## src/rtl/ls_p1.sv

```systemverilog
// Second load/store stage: one outstanding req/gnt/rvalid data-memory access with load extension and writeback.
// Optional misaligned-access trap is compiled in with `define LS_MISALIGN_TRAP_EN.

package ls_p1_pkg;

   typedef enum logic [3:0] {
      LS_NOP = 4'd0,
      LS_LB  = 4'd1,
      LS_LBU = 4'd2,
      LS_LH  = 4'd3,
      LS_LHU = 4'd4,
      LS_LW  = 4'd5,
      LS_SB  = 4'd6,
      LS_SH  = 4'd7,
      LS_SW  = 4'd8
   } ls_func_e;

   typedef struct packed {
      ls_func_e    ls_func;
      logic [31:0] addr;
      logic [31:0] data;
      logic [6:0]  rd;
   } instruction_ls_t;

endpackage

module ls_p1
   import ls_p1_pkg::*;
(
   input  logic            clk,
   input  logic            reset,
   input  instruction_ls_t instruction_i,
   output logic            ready_i,
   output logic            mem_req,
   output logic            mem_we,
   output logic [3:0]      mem_be,
   output logic [31:0]     mem_addr,
   output logic [31:0]     mem_wdata,
   input  logic            mem_gnt,
   input  logic            mem_rvalid,
   input  logic [31:0]     mem_rdata,
   output logic            wb_valid,
   output logic [6:0]      wb_rd,
   output logic [31:0]     wb_data,
   input  logic            wb_ready,
   output logic            misalign_o,
   output logic [31:0]     misalign_addr,
   output logic [2:0]      dbg_state_o
);

   // Handshakes: instruction_i is taken on a cycle where ready_i is high and ls_func != LS_NOP;
   // mem_req holds with stable bus fields until the cycle mem_gnt is seen; wb_valid holds with
   // stable wb_rd/wb_data until the cycle wb_ready is seen.

`ifdef LS_MISALIGN_TRAP_EN
   typedef enum logic [2:0] {S_IDLE, S_REQ, S_RESP, S_WB, S_TRAP} state_e;
`else
   typedef enum logic [2:0] {S_IDLE, S_REQ, S_RESP, S_WB} state_e;
`endif

   state_e      state_q, state_d;
   ls_func_e    func_q, func_d;
   logic [1:0]  off_q, off_d;
   logic [6:0]  rd_q, rd_d;
   logic        mem_req_q, mem_req_d;
   logic        mem_we_q, mem_we_d;
   logic [3:0]  mem_be_q, mem_be_d;
   logic [31:0] mem_addr_q, mem_addr_d;
   logic [31:0] mem_wdata_q, mem_wdata_d;
   logic        wb_valid_q, wb_valid_d;
   logic [6:0]  wb_rd_q, wb_rd_d;
   logic [31:0] wb_data_q, wb_data_d;

   ls_func_e    in_func;
   logic        in_is_half, in_is_word, in_is_store;
   logic [1:0]  in_off, in_off_eff;
   logic [3:0]  in_be;
   logic [31:0] in_wdata;
   logic        accept;
   logic [31:0] rdata_shift, load_result;

`ifdef LS_MISALIGN_TRAP_EN
   logic        misalign_q, misalign_d;
   logic [31:0] misalign_addr_q, misalign_addr_d;
   logic        in_misaligned;
`endif

   assign ready_i = (state_q == S_IDLE);
   assign in_func = instruction_i.ls_func;
   assign accept  = ready_i && (in_func != LS_NOP);

   // Offset is truncated to natural alignment so the non-trapping build still lands in-word.
   always_comb begin
      in_off      = instruction_i.addr[1:0];
      in_is_half  = (in_func == LS_LH) || (in_func == LS_LHU) || (in_func == LS_SH);
      in_is_word  = (in_func == LS_LW) || (in_func == LS_SW);
      in_is_store = (in_func == LS_SB) || (in_func == LS_SH) || (in_func == LS_SW);
      if (in_is_word)      in_off_eff = 2'b00;
      else if (in_is_half) in_off_eff = {in_off[1], 1'b0};
      else                 in_off_eff = in_off;
      case (in_func)
         LS_SB: begin
            in_be    = 4'b0001 << in_off;
            in_wdata = {4{instruction_i.data[7:0]}};
         end
         LS_SH: begin
            in_be    = in_off[1] ? 4'b1100 : 4'b0011;
            in_wdata = {2{instruction_i.data[15:0]}};
         end
         LS_SW: begin
            in_be    = 4'b1111;
            in_wdata = instruction_i.data;
         end
         default: begin
            in_be    = 4'b1111;
            in_wdata = 32'h0;
         end
      endcase
   end

`ifdef LS_MISALIGN_TRAP_EN
   assign in_misaligned = (in_is_half && in_off[0]) || (in_is_word && (in_off != 2'b00));
`endif

   always_comb begin
      rdata_shift = mem_rdata >> {off_q, 3'b000};
      case (func_q)
         LS_LB:   load_result = {{24{rdata_shift[7]}}, rdata_shift[7:0]};
         LS_LBU:  load_result = {24'h0, rdata_shift[7:0]};
         LS_LH:   load_result = {{16{rdata_shift[15]}}, rdata_shift[15:0]};
         LS_LHU:  load_result = {16'h0, rdata_shift[15:0]};
         default: load_result = rdata_shift;
      endcase
   end

   always_comb begin
      state_d     = state_q;
      func_d      = func_q;
      off_d       = off_q;
      rd_d        = rd_q;
      mem_req_d   = mem_req_q;
      mem_we_d    = mem_we_q;
      mem_be_d    = mem_be_q;
      mem_addr_d  = mem_addr_q;
      mem_wdata_d = mem_wdata_q;
      wb_valid_d  = wb_valid_q;
      wb_rd_d     = wb_rd_q;
      wb_data_d   = wb_data_q;
`ifdef LS_MISALIGN_TRAP_EN
      misalign_d      = 1'b0;
      misalign_addr_d = misalign_addr_q;
`endif
      case (state_q)
         S_IDLE: begin
            if (accept) begin
               func_d      = in_func;
               off_d       = in_off_eff;
               rd_d        = instruction_i.rd;
               state_d     = S_REQ;
               mem_req_d   = 1'b1;
               mem_we_d    = in_is_store;
               mem_be_d    = in_be;
               mem_addr_d  = {instruction_i.addr[31:2], 2'b00};
               mem_wdata_d = in_wdata;
`ifdef LS_MISALIGN_TRAP_EN
               if (in_misaligned) begin
                  state_d         = S_TRAP;
                  mem_req_d       = 1'b0;
                  misalign_d      = 1'b1;
                  misalign_addr_d = instruction_i.addr;
               end
`endif
            end
         end
         S_REQ: begin
            if (mem_gnt) begin
               mem_req_d = 1'b0;
               state_d   = mem_we_q ? S_IDLE : S_RESP;
            end
         end
         S_RESP: begin
            if (mem_rvalid) begin
               wb_valid_d = 1'b1;
               wb_rd_d    = rd_q;
               wb_data_d  = load_result;
               state_d    = S_WB;
            end
         end
         S_WB: begin
            if (wb_ready) begin
               wb_valid_d = 1'b0;
               state_d    = S_IDLE;
            end
         end
`ifdef LS_MISALIGN_TRAP_EN
         S_TRAP: state_d = S_IDLE;
`endif
         default: state_d = S_IDLE;
      endcase
   end

   always_ff @(posedge clk or negedge reset) begin
      if (!reset) begin
         state_q     <= S_IDLE;
         func_q      <= LS_NOP;
         off_q       <= 2'b00;
         rd_q        <= 7'h0;
         mem_req_q   <= 1'b0;
         mem_we_q    <= 1'b0;
         mem_be_q    <= 4'h0;
         mem_addr_q  <= 32'h0;
         mem_wdata_q <= 32'h0;
         wb_valid_q  <= 1'b0;
         wb_rd_q     <= 7'h0;
         wb_data_q   <= 32'h0;
      end else begin
         state_q     <= state_d;
         func_q      <= func_d;
         off_q       <= off_d;
         rd_q        <= rd_d;
         mem_req_q   <= mem_req_d;
         mem_we_q    <= mem_we_d;
         mem_be_q    <= mem_be_d;
         mem_addr_q  <= mem_addr_d;
         mem_wdata_q <= mem_wdata_d;
         wb_valid_q  <= wb_valid_d;
         wb_rd_q     <= wb_rd_d;
         wb_data_q   <= wb_data_d;
      end
   end

`ifdef LS_MISALIGN_TRAP_EN
   always_ff @(posedge clk or negedge reset) begin
      if (!reset) begin
         misalign_q      <= 1'b0;
         misalign_addr_q <= 32'h0;
      end else begin
         misalign_q      <= misalign_d;
         misalign_addr_q <= misalign_addr_d;
      end
   end
   assign misalign_o    = misalign_q;
   assign misalign_addr = misalign_addr_q;
`else
   assign misalign_o    = 1'b0;
   assign misalign_addr = 32'h0;
`endif

   assign mem_req     = mem_req_q;
   assign mem_we      = mem_we_q;
   assign mem_be      = mem_be_q;
   assign mem_addr    = mem_addr_q;
   assign mem_wdata   = mem_wdata_q;
   assign wb_valid    = wb_valid_q;
   assign wb_rd       = wb_rd_q;
   assign wb_data     = wb_data_q;
   assign dbg_state_o = state_q;

endmodule
```

## config.mk

```make
export PLATFORM = sky130hd
export DESIGN_NAME = ls_p1
export DESIGN_NICKNAME = d
export VERILOG_FILES = /design/src/rtl/ls_p1.sv
export SDC_FILE = /design/constraint.sdc
export NUM_CORES = 1
export LEC_CHECK = 0
export BUFFER_PORTS_ARGS = -buffer_cell sky130_fd_sc_hd__buf_2
export CORE_MARGIN = 5
export CORE_UTILIZATION = 32
export DETAILED_ROUTE_END_ITERATION = 6
export MAX_ROUTING_LAYER = met4
export PLACE_DENSITY = 0.59
export SYNTH_ARGS = -nofsm -noshare
export SYNTH_HDL_FRONTEND = slang
export SYNTH_SLANG_ARGS = --single-unit
```

## constraint.sdc

```tcl
create_clock -name clk -period 2.6 [get_ports clk]
set_input_delay 0.13 -clock clk [delete_from_list [all_inputs] [get_ports clk]]
set_output_delay 0.13 -clock clk [all_outputs]
set_load 0.1 [all_outputs]
```

==> results by group, run 1 <==
Run status
  • Status: completed

Synth
  • Mapped Cells: around 640
  • Syn_area_per_cell: 9.17 sq um
  • Top cells by area, synth: dfrtp_1 52%, nand2_1 13%, buf_4 5.2%
  • Mux contribution to synthesized area: 0.0591
  • XOR/XNOR Fraction of Synth Area: 0.00297
  • Distinct cell type count after synthesis: 38
  • Async SR Flop Fraction: 1.00
  • Post-synth EDFFs: 0
  • Netlist Area Pre-Place: around 6000 sq um
  • Top-area cell type share of the netlist area: 0.521
  • Yosys reg bits: ~120
  • Largest family of logic cells by synthesized area: simple AND/OR/NAND/NOR gates
  • Share of the yosys chip area belonging to registers: 0.521
  • Yosys top cell by area: dfrtp_1
  • Main synth FF type: dfrtp_1
  • YS warnings: 0
  • Compound-Gate Fraction of Synth Area: 0.127
  • Synth Area in Adders: 0
  • Simple-Gate Fraction of Synth Area: 0.200

Final layout
  • Post-layout net count: roughly 1000
  • Design area: 8180 sq um
  • Final Instance Count excl. Fillers: 1154
  • Antenna Cells: 0
  • Layout cell share with drive strength beyond 1: 0.308
  • Util after Layout: 0.452
  • Area added between synthesis and finish: 38.5%
  • Most frequent cells in the layout: 221 x buf_2, 199 x nand2_1, 123 x dfrtp_1, 56 x dlygate4sd3_1, 50 x o21ai_0
  • Commonest non-fill, non-tap cell in the layout: buf_2

Setup path
  • CP Capture Type: flip-flop
  • Worst EP arrival: ~2.4 ns
  • Setup crit end: wb_data[22]
  • Critical Path Stages: 3
  • Worst-path fanout max: 16
  • Reg-to-reg critical path endpoint: wb_data[22]
  • Crit start category: flip-flop
  • CP required: between 2 and 3 ns
  • Delay-heaviest family, CP: simple AND/OR/NAND/NOR gates
  • Crit Path Category: flip-flop to flip-flop
  • CP max stage cell: or3_1
  • Cell breakdown of the critical path: nand3b_1 -> or3_1 -> nand3_1
  • Critical Path Start: dbg_state_o[0]
  • Worst path bufs/invs: 0
  • RR Startpoint: dbg_state_o[0]
  • Worst reg-to-reg path cell count: 3
  • Flop-to-flop setup slack: between 0.5 and 0.6 ns
  • CP max stage delay: ~0.75 ns

Timing
  • Final setup TNS: 0 ns
  • Fin. max-slew vios: 0
  • Unrepaired setup endpoints after global routing: false
  • Skew final: between 0.007 and 0.008 ns
  • Actual slew at the worst max-slew pin: between 0.6 and 0.7 ns
  • Tcrit/Tclk final: 0.774
  • Endpoints failing setup: 0
  • Crit path time final: between 2 and 2.5 ns
  • Final Hold Fails: 0
  • Relative slew slack: 0.556
  • Fmax: roughly 0.50 GHz

Place
  • GP Congestion: around 0.87
  • Post-DP Area: between 7000 and 8000 sq um
  • PortBufs: ~220
  • Dpl cells: 1066
  • Post-DP HPWL: 13.0 mm

GRT
  • Vias in the first global route: around 5600
  • GRT Resource Usage Total: 0.181
  • GR met1 Demand/Resource: 0.225
  • GR Layer Usage met3: 0.0598
  • Busiest layer in global routing: met2
  • Met2 Resource Use GR: 0.282
  • GRT overflow: 0
  • Largest net degree at the start of global routing: 80
  • First-pass GRT wire length: between 30 and 40 mm
  • Initial antenna violation count: 0

Drt
  • Residual DRC count: 0
  • Vias per cell: 4.69
  • Vias: roughly 5400
  • DRT iter0 DRCs: 246
  • Total iterations of the first detailed-routing run: 5
  • Drt wl/cell: ~16 microns
  • WL final: between 15 and 20 mm
  • Post-DRT Antenna Nets: 0

CTS
  • Clk slew on worst S/H paths: 0.06 ns
  • CTS Buffer Depth: 2
  • Clk sink count: around 120
  • Clock insertion delay at the later pin of the skew report: approximately 0.42 ns
  • CTS tree: built
  • Root buf cell: clkbuf_16
  • H-tree Lvls: 4
  • PostCTS Resize Cnt: 0
  • CTS Buf Count: 17

Floorplan
  • Core ar.: ~18000 sq um
  • I/O pins: between 200 and 300
  • Core Rows: 49
  • Die height: 146 microns
  • Die X: around 150 microns
  • Die area: 21300 sq um
  • Initial Utilization: 0.326

Worst hold path
  • Hold_sp: instruction_i[34]
  • Min-Delay Path Class: primary input to flip-flop

Job
  • Maxcap violations: 0
==> synth_stat cells, drive strengths merged, types with 2 or more instances <==
master and number:
nand2 199, dfrtp 123, buf 67, o21ai 52, nor2 42, a21oi 37, mux2i 24, nand3 17
clkbuf 10, a22o 9, mux2 9, a22oi 8, a32oi 8, and2 8, a31oi 5, inv 4
nand2b 3, nand3b 2, nor2b 2, nor3 2, o211ai 2, or3 2, xor2 2
==> final cells by class <==
type                            instances  area, sq um
Tap cell                              229          287
Sequential cell                       123         3080
Fill cell                            1787         9910
Multi-Input combinational cell        475         2440
Clock inverter                         14          124
Timing Repair Buffer                  291         1800
Clock buffer                           18          439
Inverter                                4         15.0
==> cells by family (layout without fill, tap and decap cells) <==
logic type             Yosys count  in the layout
AND/OR/NAND/NOR                280            280
flip-flops                     123            123
AO/OA/AOI/OAI                  124            124
other                            1             36
XOR/XNOR                         2              2
buffers and inverters           81            327
multiplexers                    33             33
==> registers in the layout, indices dropped and copies added, names as in the netlist <==
register	flops
mem_be	4
mem_we	1
func_q	4
mem_req	1
wb_rd	7
dbg_state_o	2
mem_wdata	32
off_q	2
wb_valid	1
mem_addr	30
rd_q	7
wb_data	32
==> worst min-delay path by stage <==
stage,endpoint,slack [ns],cells after the start
2_1_floorplan,dbg_state_o[0],-0.17,0
3_3_place_gp,wb_rd[1],0.12,1
3_5_place_dp,wb_rd[1],0.12,1
4_1_cts,mem_wdata[17],0.002,3
5_1_grt,wb_data[29],0.01,3
6_report,mem_wdata[27],0.01,3
==> per-layer routing <==
metal,vias to the layer above,routed length (microns),share of wire
met5,-,0,0
met4,0,311,0.017
met3,22,1610,0.086
met2,234,8890,0.47
met1,2551,7960,0.42
li1,2607,-,-
==> stage by stage <==
| step | setup WS (ns) | hold WS [ns] |
|---|---|---|
| global route | 0.421 | 0.0130 |
| global placement | 0.612 | 0.123 |
| CTS | 0.557 | 0.00159 |
| floorplan | 0.154 | -0.166 |
| detailed placement | 0.560 | 0.120 |
| finish | 0.589 | 0.0148 |
==> repair_timing <==
action | CTS | global route
buffers inserted | 0 | 0
endpoints found under the hold margin | 88 | 0
hold buffers | 56 | 0
==> worst reg2reg max path: cells and delay by family (launching register included) <==
family / cells / cell delay, ns
flip-flops: 1 / 0.51
AND/OR/NAND/NOR: 3 / 1.42
Power of run 1 is left out: the tool's default activity adds up to more than one toggle a clock period on the data nets, which glitch-free logic cannot reach.
==> run 2, diff against run 1 <==
==> constraint.sdc (replaced) <==
create_clock -name clk -period 2 [get_ports clk]
set_input_delay 0.1 -clock clk [delete_from_list [all_inputs] [get_ports clk]]
set_output_delay 0.1 -clock clk [all_outputs]
set_load 0.1 [all_outputs]
==> run 2 against run 1 <==
Core utilization rose by 2.1 points. Register-to-register slack worse by 0.28 ns. Flip-flop and latch count unchanged. Clock-buffer cell count increased by 1. First-iteration DRC count down 12%. Clock skew is 0.0022 ns higher. Final cell count rose by 2.6%. Via count up 3.2%. Non-clock buffer count increased by 30. Final area grew 4.6%. Die area stayed put. Critical path depth is 1 lower. Largest cell class unchanged.
==> results by group, run 2 (synthesis results as in run 1) <==
Drt
  • Residual DRC count: 0
  • Met3 WL: between 1.5 and 2 mm
  • Total iterations of the first detailed-routing run: 5
  • Post-DRT Antenna Nets: 0
  • WL final: 19.5 mm
  • Vias per cell: ~4.7
  • Top Layer Used: met4
  • Vias: 5585
  • Drt wl/cell: 16.4 microns
  • DRT iter0 DRCs: roughly 220
  • Met1 wire length: 8.27 mm
  • Met2 wire len: about 9 mm

GRT
  • First-pass GRT wire length: ~31 mm
  • GRT overflow: 0
  • Largest net degree at the start of global routing: 51
  • GRT Resource Usage Total: 0.189
  • Vias in the first global route: between 5000 and 6000
  • Initial antenna violation count: 0

Job
  • Maxcap violations: 0

Setup path
  • Delay-heaviest family, CP: flip-flops
  • CP max stage delay: between 0.5 and 0.6 ns
  • Worst EP arrival: approximately 1.7 ns
  • Worst path bufs/invs: 1
  • Cell breakdown of the critical path: nor2_4 -> buf_2
  • Crit start category: flip-flop
  • Crit Path Category: flip-flop to output pin
  • CP required: around 1.9 ns
  • CP Capture Type: output pin
  • Worst-path fanout max: 12
  • CP max stage cell: dfrtp_4

Place
  • GP Congestion: roughly 0.86
  • PortBufs: 222
  • Post-DP HPWL: 13.6 mm

CTS
  • PostCTS Resize Cnt: 0
  • CTS tree: built
  • Clk slew on worst S/H paths: 0.06 ns
  • Root buf cell: clkbuf_16
  • H-tree Lvls: 4
  • CTS Buf Count: 17
  • CTS Buffer Depth: 2
  • Clock insertion delay at the later pin of the skew report: about 0.41 ns
  • Clk sink count: roughly 120

Floorplan
  • Core ar.: about 18000 sq um
  • Core Rows: between 40 and 50
  • Die height: roughly 150 microns
  • I/O pins: about 260
  • Die area: ~21000 sq um
  • Initial Utilization: 0.326
  • Die X: 146 microns

Final layout
  • Most frequent cells in the layout: 221 x buf_2, 199 x nand2_1, 121 x dfrtp_1, 79 x dlygate4sd3_1, 50 x o21ai_0
  • Post-layout net count: around 1100
  • Commonest non-fill, non-tap cell in the layout: buf_2
  • FILL cells: between 1500 and 2000
  • Area added between synthesis and finish: 44.8%
  • Layout cell share with drive strength beyond 1: 0.308
  • Antenna Cells: 0

Timing
  • Crit path time final: 1.77 ns
  • Skew final: just over 0.009 ns
  • Final Hold Fails: 0
  • Endpoints failing setup: 0
  • Relative slew slack: 0.614
  • Final setup TNS: 0 ns
  • Fin. max-slew vios: 0
  • Fmax: about 0.56 GHz
  • Actual slew at the worst max-slew pin: 0.577 ns
  • Unrepaired setup endpoints after global routing: false
  • Tcrit/Tclk final: 0.887

Run status
  • Status: completed

Worst hold path
  • Min-Delay Path Class: primary input to flip-flop
run 2: tightest hold or removal path, cell delays in order:
cell and delay, ns:
buf_2 0.10, a22oi_1 0.07, o21ai_0 0.13
run 2: area by class of cell:
cell class | count | area [sq um] | share of cell area
repair buffers | 321 | 2090 | 0.245
multi-input cells | 475 | 2440 | 0.285
clock inverters | 13 | 191 | 0.0224
flip-flops and latches | 123 | 3090 | 0.361
well taps | 229 | 287 | 0.0335
inverters | 4 | 15.0 | 0.00176
clock buffers | 19 | 443 | 0.0518
run 2: path summary, 6_finish.rpt:
check | start | end | slack, ns | depth (start not counted)
hold reg to reg | mem_addr[9] | mem_addr[9] | 0.47 | 2
setup / recovery | dbg_state_o[1] | ready_i | 0.23 | 2
max in group asynchronous | reset | mem_wdata[19] | 1.14 | 3
hold / removal | instruction_i[28] | mem_wdata[21] | 0.02 | 3
min in group asynchronous | reset | rd_q[0] | 0.20 | 2
setup reg to reg | off_q[0] | wb_data[14] | 0.31 | 4
run 2: timing repair:
item,4_1_cts,5_1_grt
hold buffers,79,0
setup buffers,0,0
endpoints found under the setup margin,0,0
endpoints found under the hold margin,113,0
run 2: metrics by stage:
stage | worst slack, ns | instances | area, sq um | utilization | hold WS [ns]
2_1_floorplan | -0.121 | 679 | 6060 | - | -0.196
3_3_place_gp | 0.326 | 1073 | 7130 | 0.394 | 0.107
3_5_place_dp | 0.251 | 1073 | 7130 | 0.394 | 0.110
4_1_cts | 0.202 | 1184 | 8550 | 0.473 | 0.00229
5_1_grt | 0.150 | 1184 | 8550 | 0.473 | 0.0108
6_report | 0.226 | 1184 | 8550 | 0.473 | 0.0227
run 2: metal layers:
metal / global-route usage / vias up
li1: - / 2679
met1: 0.233 / 2624
met2: 0.294 / 252
met3: 0.0610 / 30
met4: 0.0627 / 0
met5: - / -
Power of run 2 is left out for the same reason.
==> run 3, diff against run 2 <==
==> constraint.sdc (replaced) <==
create_clock -name clk -period 1.76 [get_ports clk]
set_input_delay 0.088 -clock clk [delete_from_list [all_inputs] [get_ports clk]]
set_output_delay 0.088 -clock clk [all_outputs]
set_load 0.1 [all_outputs]
==> run 3 against run 2 <==
Non-clock buffer count grew 12. First-iteration DRC count grew 43%. Largest cell class unchanged. Flip-flop and latch count is the same. Final cell count grew 0.93%. Die area is the same. Critical path depth grew 2.
==> results by group, run 3 (synthesis results as in run 1) <==
Run status
  • Status: completed

Worst hold path
  • Min-Delay Path Class: primary input to flip-flop
  • Hold_sp: instruction_i[15]

Drt
  • Residual DRC count: 0
  • Vias: between 5000 and 6000
  • DRT iter0 DRCs: just over 300
  • Vias per cell: roughly 4.7
  • Post-DRT Antenna Nets: 0
  • Total iterations of the first detailed-routing run: 5
  • WL final: between 15 and 20 mm
  • Drt wl/cell: roughly 16 microns

Timing
  • Fin. max-slew vios: 0
  • Skew final: 0.0129 ns
  • Fmax: 0.607 GHz
  • Worst hold margin: between 0.03 and 0.04 ns
  • Tcrit/Tclk final: 0.936
  • Relative slew slack: 0.572
  • Crit path time final: roughly 1.6 ns
  • Worst Slack Setup Final: ~0.11 ns
  • Unrepaired setup endpoints after global routing: false
  • Actual slew at the worst max-slew pin: 0.639 ns
  • Endpoints failing setup: 0
  • Final Hold Fails: 0
  • Final setup TNS: 0 ns

CTS
  • H-tree Lvls: 4
  • CTS tree: built
  • CTS Buf Count: 17
  • Clock insertion delay at the later pin of the skew report: roughly 0.42 ns
  • CTS Buffer Depth: 2
  • Clk slew on worst S/H paths: around 0.060 ns
  • Root buf cell: clkbuf_16
  • Clk sink count: around 120

Final layout
  • Area added between synthesis and finish: 46.4%
  • Post-layout net count: between 1000 and 1500
  • Most frequent cells in the layout: 220 x buf_2, 199 x nand2_1, 121 x dfrtp_1, 82 x dlygate4sd3_1, 50 x o21ai_0
  • FILL cells: 1723
  • Layout cell share with drive strength beyond 1: 0.314
  • Commonest non-fill, non-tap cell in the layout: buf_2
  • Antenna Cells: 0
  • Util after Layout: 0.478

Floorplan
  • I/O pins: 259
  • Core Rows: 49
  • Die height: ~150 microns
  • Initial Utilization: 0.326
  • Die area: 21300 sq um
  • Core ar.: between 15000 and 20000 sq um
  • Die X: approximately 150 microns

Setup path
  • CP Capture Type: output pin
  • Crit start category: flip-flop
  • RR Startpoint: off_q[1]
  • Worst-path fanout max: 9
  • Critical Path Start: dbg_state_o[0]
  • CP required: between 1.5 and 2 ns
  • Crit Path Category: flip-flop to output pin
  • Worst EP arrival: roughly 1.6 ns

GRT
  • First-pass GRT wire length: 30.2 mm
  • Largest net degree at the start of global routing: 49
  • GRT Resource Usage Total: 0.182
  • Vias in the first global route: between 5000 and 6000
  • Initial antenna violation count: 0
  • GRT overflow: 0

Place
  • GP Congestion: about 0.86
  • Post-DP HPWL: around 13 mm
  • Pre-CTS setup slack: between 0.07 and 0.08 ns
  • PortBufs: between 200 and 250

Job
  • Maxcap violations: 0
## run 3: cell count changes in the layout (fill, tap and decap cells not counted), moves of 2 or more
cell	before	now
clkinvlp_4	3	5
inv_6	2	0
clkinv_4	3	1
buf_4	18	23
clkinv_2	1	4
dlygate4sd3_1	79	82
bufinv_16	4	1
clkbuf_8	1	3
buf_12	3	7
## run 3: layout make-up
type,count,area [sq um],area share
clock buffers,20,467,0.0540
well taps,229,287,0.0332
multi-input cells,475,2450,0.283
repair buffers,333,2250,0.260
flip-flops and latches,123,3090,0.357
clock inverters,11,96.3,0.0111
inverters,4,15.0,0.00174
## run 3: worst paths after layout
kind / endpoint / slack (ns) / cells after the start
min in group asynchronous: wb_rd[0] / 0.19 / 2
max in group asynchronous: dbg_state_o[1] / 0.95 / 3
setup reg to reg: wb_data[19] / 0.14 / 5
hold / removal: mem_wdata[8] / 0.03 / 3
setup / recovery: ready_i / 0.11 / 4
hold reg to reg: wb_rd[5] / 0.46 / 2
## run 3: per-layer routing
layer / wire (microns) / GRT usage / vias up
li1: - / - / 2705
met1: 8080 / 0.232 / 2621
met2: 8680 / 0.276 / 251
met3: 1520 / 0.0501 / 33
met4: 424 / 0.0698 / 0
met5: 0 / - / -
## run 3: critical path, cell delays in order (launching register included)
cell and delay (ns):
dfrtp_4 0.51, buf_4 0.17, nor2_4 0.09, buf_4 0.15
buf_6 0.23
## run 3: per-stage QoR
| stage | area [sq um] | cells |
|---|---|---|
| 6_report | 8640 | 1195 |
| 5_1_grt | 8640 | 1195 |
| 4_1_cts | 8620 | 1194 |
| 3_5_place_dp | 7240 | 1081 |
| 3_3_place_gp | 7240 | 1081 |
| 2_1_floorplan | 6060 | 679 |
## run 3: what timing repair did
| item | CTS | global route |
|---|---|---|
| hold buffers | 82 | 0 |
| setup endpoints to repair | 1 | 9 |
| gates resized for setup | 1 | 2 |
| endpoints found under the hold margin | 116 | 0 |
| pin swaps | 0 | 1 |
| buffers inserted | 0 | 1 |
Power of run 3 is left out for the same reason.
